===== src/rtl/led_pwm_breath.sv =====
// Single-LED PWM with optional automatic breathing fade, stepped by an external
// slow tick that is synchronized and edge-detected onto clk_i.
module led_pwm_breath #(
  parameter int CNT_W        = 8,
  parameter int FADE_STEP    = 1,
  parameter int HOLD_PERIODS = 16
) (
  input  logic             clk_i,
  input  logic             rst_i,
  input  logic             tick_i,
  input  logic             en_i,
  input  logic             breathe_i,
  input  logic [CNT_W-1:0] duty_i,
  output logic             pwm_o,
  output logic [CNT_W-1:0] duty_o,
  output logic             period_o
);

  localparam int               HOLD_W    = (HOLD_PERIODS > 1) ? $clog2(HOLD_PERIODS) : 1;
  localparam logic [CNT_W:0]   MAX       = {1'b0, {CNT_W{1'b1}}};
  localparam logic [CNT_W:0]   STEP      = (CNT_W+1)'(FADE_STEP);
  localparam logic [HOLD_W-1:0] HOLD_INIT = HOLD_W'(HOLD_PERIODS - 1);

  typedef enum logic [2:0] {ST_STATIC, ST_UP, ST_HOLD_HI, ST_DOWN, ST_HOLD_LO} state_t;

  logic              r_s1, r_s2, r_d;
  logic [CNT_W-1:0]  r_cnt;
  logic [CNT_W-1:0]  r_duty;
  logic [HOLD_W-1:0] r_hold;
  state_t            r_state;
  logic              r_pwm, r_bnd, r_period;

  logic              w_step, w_wrap;
  logic [CNT_W:0]    w_up, w_dn;
  state_t            w_state_nxt;
  logic [CNT_W-1:0]  w_duty_nxt;
  logic [HOLD_W-1:0] w_hold_nxt;

  assign w_step = r_s2 & ~r_d & en_i;
  assign w_wrap = w_step & (r_cnt == '1);

  always_ff @(posedge clk_i or posedge rst_i) begin
    if (rst_i) begin
      r_s1     <= 1'b0;
      r_s2     <= 1'b0;
      r_d      <= 1'b0;
      r_cnt    <= '0;
      r_pwm    <= 1'b0;
      r_bnd    <= 1'b0;
      r_period <= 1'b0;
    end else begin
      r_s1     <= tick_i;
      r_s2     <= r_s1;
      r_d      <= r_s2;
      if (w_step) r_cnt <= r_cnt + 1'b1;
      // Compares the registered count/duty, so pwm_o trails a count change by one edge.
      r_pwm    <= en_i & (r_cnt < r_duty);
      r_bnd    <= w_wrap;
      r_period <= r_bnd;
    end
  end

  always_ff @(posedge clk_i or posedge rst_i) begin
    if (rst_i) begin
      r_state <= ST_STATIC;
      r_duty  <= '0;
      r_hold  <= '0;
    end else begin
      r_state <= w_state_nxt;
      r_duty  <= w_duty_nxt;
      r_hold  <= w_hold_nxt;
    end
  end

  // Everything below only moves on the wrap step, so duty never changes mid-period.
  always_comb begin
    w_state_nxt = r_state;
    w_duty_nxt  = r_duty;
    w_hold_nxt  = r_hold;
    w_up        = {1'b0, r_duty} + STEP;
    w_dn        = {1'b0, r_duty} - STEP;
    if (w_wrap) begin
      if (!breathe_i) begin
        w_state_nxt = ST_STATIC;
        w_duty_nxt  = duty_i;
      end else begin
        case (r_state)
          ST_STATIC: begin
            w_duty_nxt  = duty_i;
            w_state_nxt = ST_UP;
          end
          ST_UP: begin
            if (w_up >= MAX) begin
              w_duty_nxt  = '1;
              w_state_nxt = ST_HOLD_HI;
              w_hold_nxt  = HOLD_INIT;
            end else begin
              w_duty_nxt  = w_up[CNT_W-1:0];
            end
          end
          ST_HOLD_HI: begin
            if (r_hold == '0) w_state_nxt = ST_DOWN;
            else              w_hold_nxt  = r_hold - 1'b1;
          end
          ST_DOWN: begin
            if ({1'b0, r_duty} <= STEP) begin
              w_duty_nxt  = '0;
              w_state_nxt = ST_HOLD_LO;
              w_hold_nxt  = HOLD_INIT;
            end else begin
              w_duty_nxt  = w_dn[CNT_W-1:0];
            end
          end
          ST_HOLD_LO: begin
            if (r_hold == '0) w_state_nxt = ST_UP;
            else              w_hold_nxt  = r_hold - 1'b1;
          end
          default: w_state_nxt = ST_STATIC;
        endcase
      end
    end
  end

  assign pwm_o    = r_pwm;
  assign duty_o   = r_duty;
  assign period_o = r_period;

endmodule


===== config.mk =====
export PLATFORM = sky130hd
export DESIGN_NAME = led_pwm_breath
export DESIGN_NICKNAME = d
export VERILOG_FILES = /design/src/rtl/led_pwm_breath.sv
export SDC_FILE = /design/constraint.sdc
export NUM_CORES = 1
export LEC_CHECK = 0
export ABC_AREA = 1
export ABC_CLOCK_PERIOD_IN_PS = 2900
export CORE_AREA = 2 2 87 89
export DETAILED_ROUTE_END_ITERATION = 10
export DIE_AREA = 0 0 89 91
export HOLD_SLACK_MARGIN = 0.03
export PLACE_DENSITY = 0.5
export SETUP_SLACK_MARGIN = 0.3
export SYNTH_ARGS = -nofsm -noshare
export SYNTH_HDL_FRONTEND = slang
export SYNTH_SLANG_ARGS = --single-unit

===== constraint.sdc =====
create_clock -name clk_i -period 2.9 [get_ports clk_i]
set_input_delay 0.58 -clock clk_i [delete_from_list [all_inputs] [get_ports clk_i]]
set_output_delay 0.58 -clock clk_i [all_outputs]
set_load 0.02 [all_outputs]

==> metrics, run 1 <==
status completed; ant diodes 0; H-tree levels 2; switch share about 28%; Site Rows 31; Layout Nets roughly 330; startpoint types input pin; vias in the first global route 1,807; drt wl/cell 11.7 um; clock slew at reported path FFs around 70 ps; Layout area overhead 19.6%; worst-case clock buffer depth 2; Final Skew 8.92 ps; Max stage delay on crit path 490 ps; max-slew violations 0; HPWL Detailed roughly 3.7 mm; total track usage 13.1%; cell taking the most area after synthesis dfrtp_1; total CTS buffers 5; number of post-CTS setup repair buffers 0; PD cells 370 nW/um^2; Synth Warn # 0; Routed WL 4.73 mm; Top delay family on crit path simple AND/OR/NAND/NOR gates; Resized cells post-CTS 0; io pins 23; critical path class in -> reg; Die ar. approximately 8100 um^2; Via Count 1,809; FF/Latch Area 726 um^2; clock network power share 34.3%; RD Place Congestion approximately 0.86; Initial Util 29.5%; met2 Resource Use GR 19.8%; busiest grt layer met2; Post-Syn Instances 276; share of cells above drive strength 1 14.1%; clk sinks 29; Hold Fails Final Rpt 0; Max-Cap Viols 0; DR pass1 iterations 4; crit end category flip-flop; post-route design area ~2500 um^2; die width 89 um; cell with the most instances after synthesis nand2_1; Fill cells 786; RSZ-0062 raised after global routing no; input/output buffers 22; crit share post-route 74.4%; largest net degree at the start of global routing 30; worst skew pair latency roughly 280 ps; Final ANT Viol Nets 0; Setup TNS 0 ps; worst path required time 3100 ps; Die Span Y 91 um; Tmin final 2160 ps; Synth Cell Area 2100 um^2; core area 7140 um^2; multi-input logic area 1200 um^2; Yosys cell types 36; maximum VDD drop 0.000329 V; worst relative slew slack 46.4%; GR Overflow Total 0; Yosys reg bits 29; Yosys top cell area share between 30% and 40%; CTS tree built; Hold Buf Count CTS 0; final setup violation count 0; first-pass GRT wire length 8.34 mm; routing usage on met3 2.45%; starting DRC count in detailed routing 112; Via density 4.49; fmax 463 MHz; ys async rst share between 90% and 100%; cell repeated most along the worst path nor2_4; Finished Layout Cells approximately 400; Area contributors post-synth dfrtp_1, nand2_1, ha_1, inv_1, nor2_1; register share of total power 52.9%; Leak 1.17 nW; Int Pwr ~0.00067 W; EDFF count, synth 0; Syn Area/Cell 7.63 um^2; critical path's slowest cell clkdlybuf4s50_1; syn nets approximately 300; P_sw 0.000262 W; worst slew pin tran 801 ps; Cell Chain, Critical Path clkdlybuf4s50_1, nand3_2, nor2_4, nand3_2, nor2_4, nand4_4, nor2_4, o21a_1, nand2_1, o21ai_0; Bufs and invs on worst path 1; CP Max Fanout 16; post-synthesis sequential area ratio 34.5%; Placed Area ~2400 um^2; placed insts 395; global-route track usage on met1 18.9%; Root Driver clkbuf_8; Worst Path Arrival 2360 ps; Comb pwr share between 10% and 20%; Total Power 0.000931 W; Residual DRC 0; main flop type after synthesis dfrtp_1; initial antenna violation count 0; HP Class reg -> reg; top post-synthesis cells by count nand2_1, inv_1, dfrtp_1, nor2_1, nand3_1
cells by family after synthesis:
logic type,share of synthesized area (%)
compound gates,9.75
buf+inv,8.56
flops,34.5
simple gates,34.5
fa+ha+maj,7.73
xor+xnor,4.99
final cells by class:
| type | count | share of cell area (%) |
|---|---|---|
| clock buffers | 6 | 2.88 |
| well taps | 99 | 4.92 |
| flip-flops and latches | 29 | 28.8 |
| repair buffers | 24 | 9.34 |
| inverters | 39 | 6.01 |
| multi-input cells | 204 | 47.6 |
| clock inverters | 2 | 0.398 |
power by group through the flow:
stage | clock, W | combinational [W] | sequential, W
2_1_floorplan | 0 | 0.0000860 | 0.000489
3_3_place_gp | 0 | 0.000120 | 0.000500
3_5_place_dp | 0 | 0.000123 | 0.000502
4_1_cts | 0.000333 | 0.000123 | 0.000494
5_1_grt | 0.000348 | 0.000140 | 0.000500
6_report | 0.000319 | 0.000119 | 0.000493
registers in the layout, summed over array words and instances (netlist names), 3 cells and up:
signal   cells
r_hold       4
duty_o       8
r_state      3
r_cnt        8
per-layer routing:
metal	wire length [um]	up-vias
met2	2130	20
li1	-	948
met5	0	-
met4	45	0
met3	114	5
met1	2440	836
path summary, 6_finish.rpt:
check | from | endpoint | slack [ps] | cells after the start
worst max register to register | duty_o[1] | duty_o[2] | 820 | 12
worst min register to register | r_bnd | period_o | 350 | 0
worst min-delay path | r_bnd | period_o | 350 | 0
min in group asynchronous | rst_i | r_state[0] | 680 | 3
worst max-delay path | en_i | duty_o[7] | 740 | 10
max in group asynchronous | rst_i | r_cnt[2] | 1930 | 3
layout by cell type (no fill, tap or decap), types with 2 or more instances in the layout:
master and n:
nor2_2 2, nand3_2 8, ha_1 13, clkinv_2 2, nor3_2 2, nand2_1 59
nor2_1 28, inv_2 3, xor2_1 8, nand2_2 6, xnor2_1 4, nand3_1 20
a21oi_1 11, o21ai_2 2, dfrtp_1 29, o21ai_0 11, or2_2 6, nand4_1 6
o22ai_1 2, o21bai_1 2, clkdlybuf4s50_1 22, nor2_4 3, inv_1 35, clkbuf_8 5
buf_4 2
through the flow:
stage / setup slack (ps) / utilization [%] / hold slack (ps)
finish: 742 / 35.3 / 354
global route: 507 / 35.3 / 364
CTS: 735 / 35.3 / 361
detailed placement: 437 / 34.1 / 340
global placement: 471 / 34.1 / 335
floorplan: 987 / - / 331
worst register-to-register path, cell delays in order, from the launching register on:
cell	delay [ps]
dfrtp_1	460
inv_1	160
ha_1	330
inv_1	70
o21bai_1	140
nand3_1	90
nor2_1	140
nand3_2	100
nand2_1	90
nand2_1	130
nand2_1	120
o211ai_1	80
o21ai_0	90
(Power assumes the default switching activity.)
==> run 2, diff against run 1 <==
- ABC_CLOCK_PERIOD_IN_PS: 2900 -> 1700
- PLACE_DENSITY: 0.5 -> 0.52
- clock period: 2.9 -> 1.7 ns (I/O delays scaled with it)
==> run 2 against run 1 <==
Net effect: the run now ends with setup timing left; critical path depth rose by 3; hold slack got worse by 4.6 ps; combinational power rose by 150%; non-clock buffer count rose by 60; clock power rose by 62%; global-route usage rose by 0.99 points; sequential cell count did not move; highest routed layer unchanged.
==> metrics, run 2 (synthesis results as in run 1) <==
ant diodes 0; Final Skew 6.02 ps; initial antenna violation count 0; Die Span Y between 90 and 100 um; largest net degree at the start of global routing 30; R2R Path Start duty_o[0]; die width around 89 um; Util after Layout 43.8%; critical path's slowest cell dfrtp_2; Residual DRC 0; worst skew pair latency 280 ps; H-tree levels 2; Via density 4.36; vias in the first global route between 1,500 and 2,000; share of cells above drive strength 1 40.6%; io pins 23; clk sinks 29; CP Max Fanout 4; Die ar. 8100 um^2; CTS tree built; Worst Path Arrival 2030 ps; worst path required time 1870 ps; hold path depth 0; Max stage delay on crit path 440 ps; worst-case clock buffer depth 2; worst slew pin tran 457 ps; clock slew at reported path FFs 60 ps; final setup violation count 14; Placed Area 2850 um^2; Routed WL 5.38 mm; Min-Delay Endpoint period_o; crit share post-route 109%; fmax 538 MHz; pre-CTS worst setup slack -339 ps; maximum VDD drop between 0.0005 and 0.0006 V; Cell Chain, Critical Path inv_4, ha_4, inv_2, o21bai_1, nand3_1, nor2_2, nand3_2, nand3_2, nand2_4, nand2_4, nand3_4, nand2_1, nand2_1; startpoint types flip-flop; Layout Nets just under 400; Leak 1.46 nW; critical path class reg -> reg; Final ANT Viol Nets 0; post-route design area 3120 um^2; core area 7140 um^2; Via Count 2,009; worst relative slew slack 69.3%; commonest non-fill, non-tap cell in the layout buf_4; HP Class reg -> reg; Layout area overhead 48.5%; HPWL Detailed 4.14 mm; setup ws final -159 ps; RD Place Congestion 0.821; total CTS buffers 5; RSZ-0062 raised after global routing yes; max-slew violations 0; Hold Buf Count CTS 0; first-pass GRT wire length roughly 8.9 mm; GR Overflow Total 0; Tmin final 1860 ps; most frequent cells in the layout buf_4, nand2_1, inv_1, dfrtp_1, nor2_1; PD cells between 500 and 600 nW/um^2; path depth of the worst reg2reg path 13; R2R setup slack -160 ps; Max-Cap Viols 0; worst hold start r_bnd; reg2reg end r_state[0]; violated checks setup timing; total track usage 14.1%; status complete, but fails checks; starting DRC count in detailed routing 66; DR pass1 iterations 4; Root Driver clkbuf_8; Hold Fails Final Rpt 0; Initial Util between 20 and 30%; drt wl/cell 11.7 um; crit end category flip-flop; Site Rows 31; input/output buffers 22; Fill cells about 730
-- run 2: layout make-up --
cell class                 count  area (um^2)  share of cell area [%]
timing repair buffer          84          693                    22.2
clock inverter                 1         5.00                   0.160
inverter                      39          159                    5.09
sequential                    29          732                    23.4
tap                           99          124                    3.96
multi-input combinational    204         1340                    43.0
clock buffer                   5         68.8                    2.20
-- run 2: repair_timing --
| item | CTS | global route |
|---|---|---|
| setup buffers | 8 | 4 |
| setup endpoints to repair | 30 | 24 |
| pin swaps | 20 | 10 |
| resized for setup | 65 | 17 |
-- run 2: worst max-delay path, delay by kind of cell (launching register included) --
family	cells	cell delay, ps
adders and majority gates	1	260
DFF	1	440
AOI/OAI and AO/OA	1	150
buffers and inverters	2	100
and+or+nand+nor	9	800
-- run 2: how the worst max path moves through the flow --
| stage | slack [ps] | from | end | depth (start not counted) |
|---|---|---|---|---|
| global route | -270 | duty_o[1] | r_state[0] | 13 |
| floorplan | -50 | duty_o[0] | r_state[1] | 13 |
| finish | -160 | duty_o[0] | r_state[0] | 13 |
| global placement | -300 | en_i | duty_o[6] | 10 |
| CTS | -120 | duty_o[0] | r_hold[2] | 13 |
| detailed placement | -340 | en_i | duty_o[6] | 10 |
-- run 2: through the flow --
step	cells	total power, W	hold slack (ps)	setup TNS, ps
floorplan	276	0.000996	331	-208
global placement	443	0.00112	333	-3940
detailed placement	443	0.00113	341	-4660
CTS	457	0.00166	355	-873
global route	461	0.00174	358	-2990
finish	461	0.00164	350	-1320
-- run 2: layer usage --
layer  routed length, um  GRT usage (%)  vias to the layer above
li1                    -              -                     1067
met5                   0              0                        -
met2                2540           21.6                       26
met1                2660           20.1                      912
met3                 137           2.73                        4
met4                  40           3.73                        0
-- run 2: power breakdown --
group | internal, W | switching, W | leakage (nW)
logic | 0.000154 | 0.000142 | 1.08
clock network | 0.000268 | 0.000247 | 0.0399
registers | 0.000756 | 0.0000710 | 0.333
total | 0.00118 | 0.000460 | 1.46
==> run 3, diff against run 2 <==
- SKIP_CTS_REPAIR_TIMING: unset -> 1
==> run 3 against run 2 <==
Net effect: the flow still finishes with violations (setup timing); sequential cell count did not move; critical path depth did not move; sequential share of layout area fell by 0.50 points; core utilization rose by 0.95 points; die area did not move; power rose by 1.6%; fmax rose by 2.2%; routed wire length rose by 1.7%; critical path type unchanged.
==> metrics, run 3 (synthesis results as in run 1) <==
total track usage between 10% and 20%; ant diodes 0; worst path required time 1920 ps; total CTS buffers 5; FF/Latch Area 732 um^2; core area 7140 um^2; first-pass GRT wire length 8.60 mm; io pins 23; Setup TNS -978 ps; Max-Cap Viols 0; CTS tree built; Final ANT Viol Nets 0; Worst Path Arrival 2040 ps; violated checks setup timing; fmax 550 MHz; maximum VDD drop 0.000563 V; commonest non-fill, non-tap cell in the layout buf_4; share of cells above drive strength 1 between 30% and 40%; DR pass1 iterations 4; startpoint types flip-flop; worst skew pair latency 280 ps; worst slew pin tran 454 ps; RSZ-0062 raised after global routing yes; Fill cells 721; GR Overflow Total 0; HP Class reg -> reg; worst hold start r_bnd; Leak 1.51 nW; R2R setup slack -120 ps; crit end category flip-flop; crit share post-route 107%; most frequent cells in the layout buf_4, nand2_1, inv_1, dfrtp_1, nor2_1; Total Power 0.00167 W; path depth of the worst reg2reg path 13; Die ar. around 8100 um^2; CP Max Fanout 4; drt wl/cell ~12 um; clock slew at reported path FFs 60 ps; Via Count 2,040; reg2reg end r_state[0]; hold slack ~350 ps; starting DRC count in detailed routing a little under 50; final setup violation count 13; Root Driver clkbuf_8; initial antenna violation count 0; Residual DRC 0; critical path class reg -> reg; largest net degree at the start of global routing 30; status complete, but fails checks; Layout area overhead 51.7%; RD Place Congestion 0.821; Site Rows 31; worst-case clock buffer depth 2; HPWL Detailed approximately 4.1 mm; hold path depth 0; Initial Util just under 30%; R2R Path Start duty_o[1]; setup ws final -119 ps; Hold Fails Final Rpt 0; worst relative slew slack 69.4%; Via density 4.41; PD cells 522 nW/um^2; Die Span Y approximately 91 um; vias in the first global route 1,931; H-tree levels 2; input/output buffers 22; Tmin final 1820 ps; Util after Layout between 40% and 50%; Routed WL 5.47 mm; post-route design area 3190 um^2; Placed Area 2850 um^2; max-slew violations 0; clk sinks 29; Layout Nets 391; Final Skew 6.70 ps; die width 89 um; Min-Delay Endpoint period_o; multi-input logic area 1350 um^2
==> run 3: metrics by stage <==
step / instances / worst slack (ps)
CTS: 449 / -233
detailed placement: 443 / -339
floorplan: 276 / -47.2
global placement: 443 / -299
global route: 463 / -239
finish: 463 / -119
==> run 3: report_power, final <==
group / switching (W) / leakage (nW) / internal, W
sequential: 0.0000785 / 0.333 / 0.000756
clock: 0.000248 / 0.0399 / 0.000268
combinational: 0.000146 / 1.14 / 0.000169
total: 0.000473 / 1.51 / 0.00119
==> run 3: metal layers <==
metal  track usage [%]  wire length, um  vias up
li1                  -                -     1070
met1              19.2             2720      942
met2              20.6             2570       20
met3              2.73              119        8
met4              3.73               61        0
met5                 0                0        -
==> run 3: worst max-delay path, stage by stage (launching register included) <==
cell      delay (ps)
dfrtp_2          430
inv_4             70
ha_4             270
inv_2             30
o21bai_1         140
nand3_1          100
nor2_2           110
nand3_2          110
nand3_2           90
nand2_4           80
nand2_4           70
buf_4            110
nand4_1           80
nand2_1           70
==> run 3: layout make-up <==
class / instances / area share (%)
tap: 99 / 3.88
multi-input combinational: 204 / 42.1
sequential: 29 / 22.9
inverter: 39 / 4.98
timing repair buffer: 86 / 23.8
clock buffer: 5 / 2.16
clock inverter: 1 / 0.157
==> run 3: worst max-delay path by stage <==
stage	slack [ps]	from	depth (start not counted)	to
2_1_floorplan	-50	duty_o[0]	13	r_state[1]
3_5_place_dp	-340	en_i	10	duty_o[6]
3_3_place_gp	-300	en_i	10	duty_o[6]
6_report	-120	duty_o[1]	13	r_state[0]
5_1_grt	-240	duty_o[1]	13	r_hold[2]
4_1_cts	-230	duty_o[0]	13	duty_o[2]
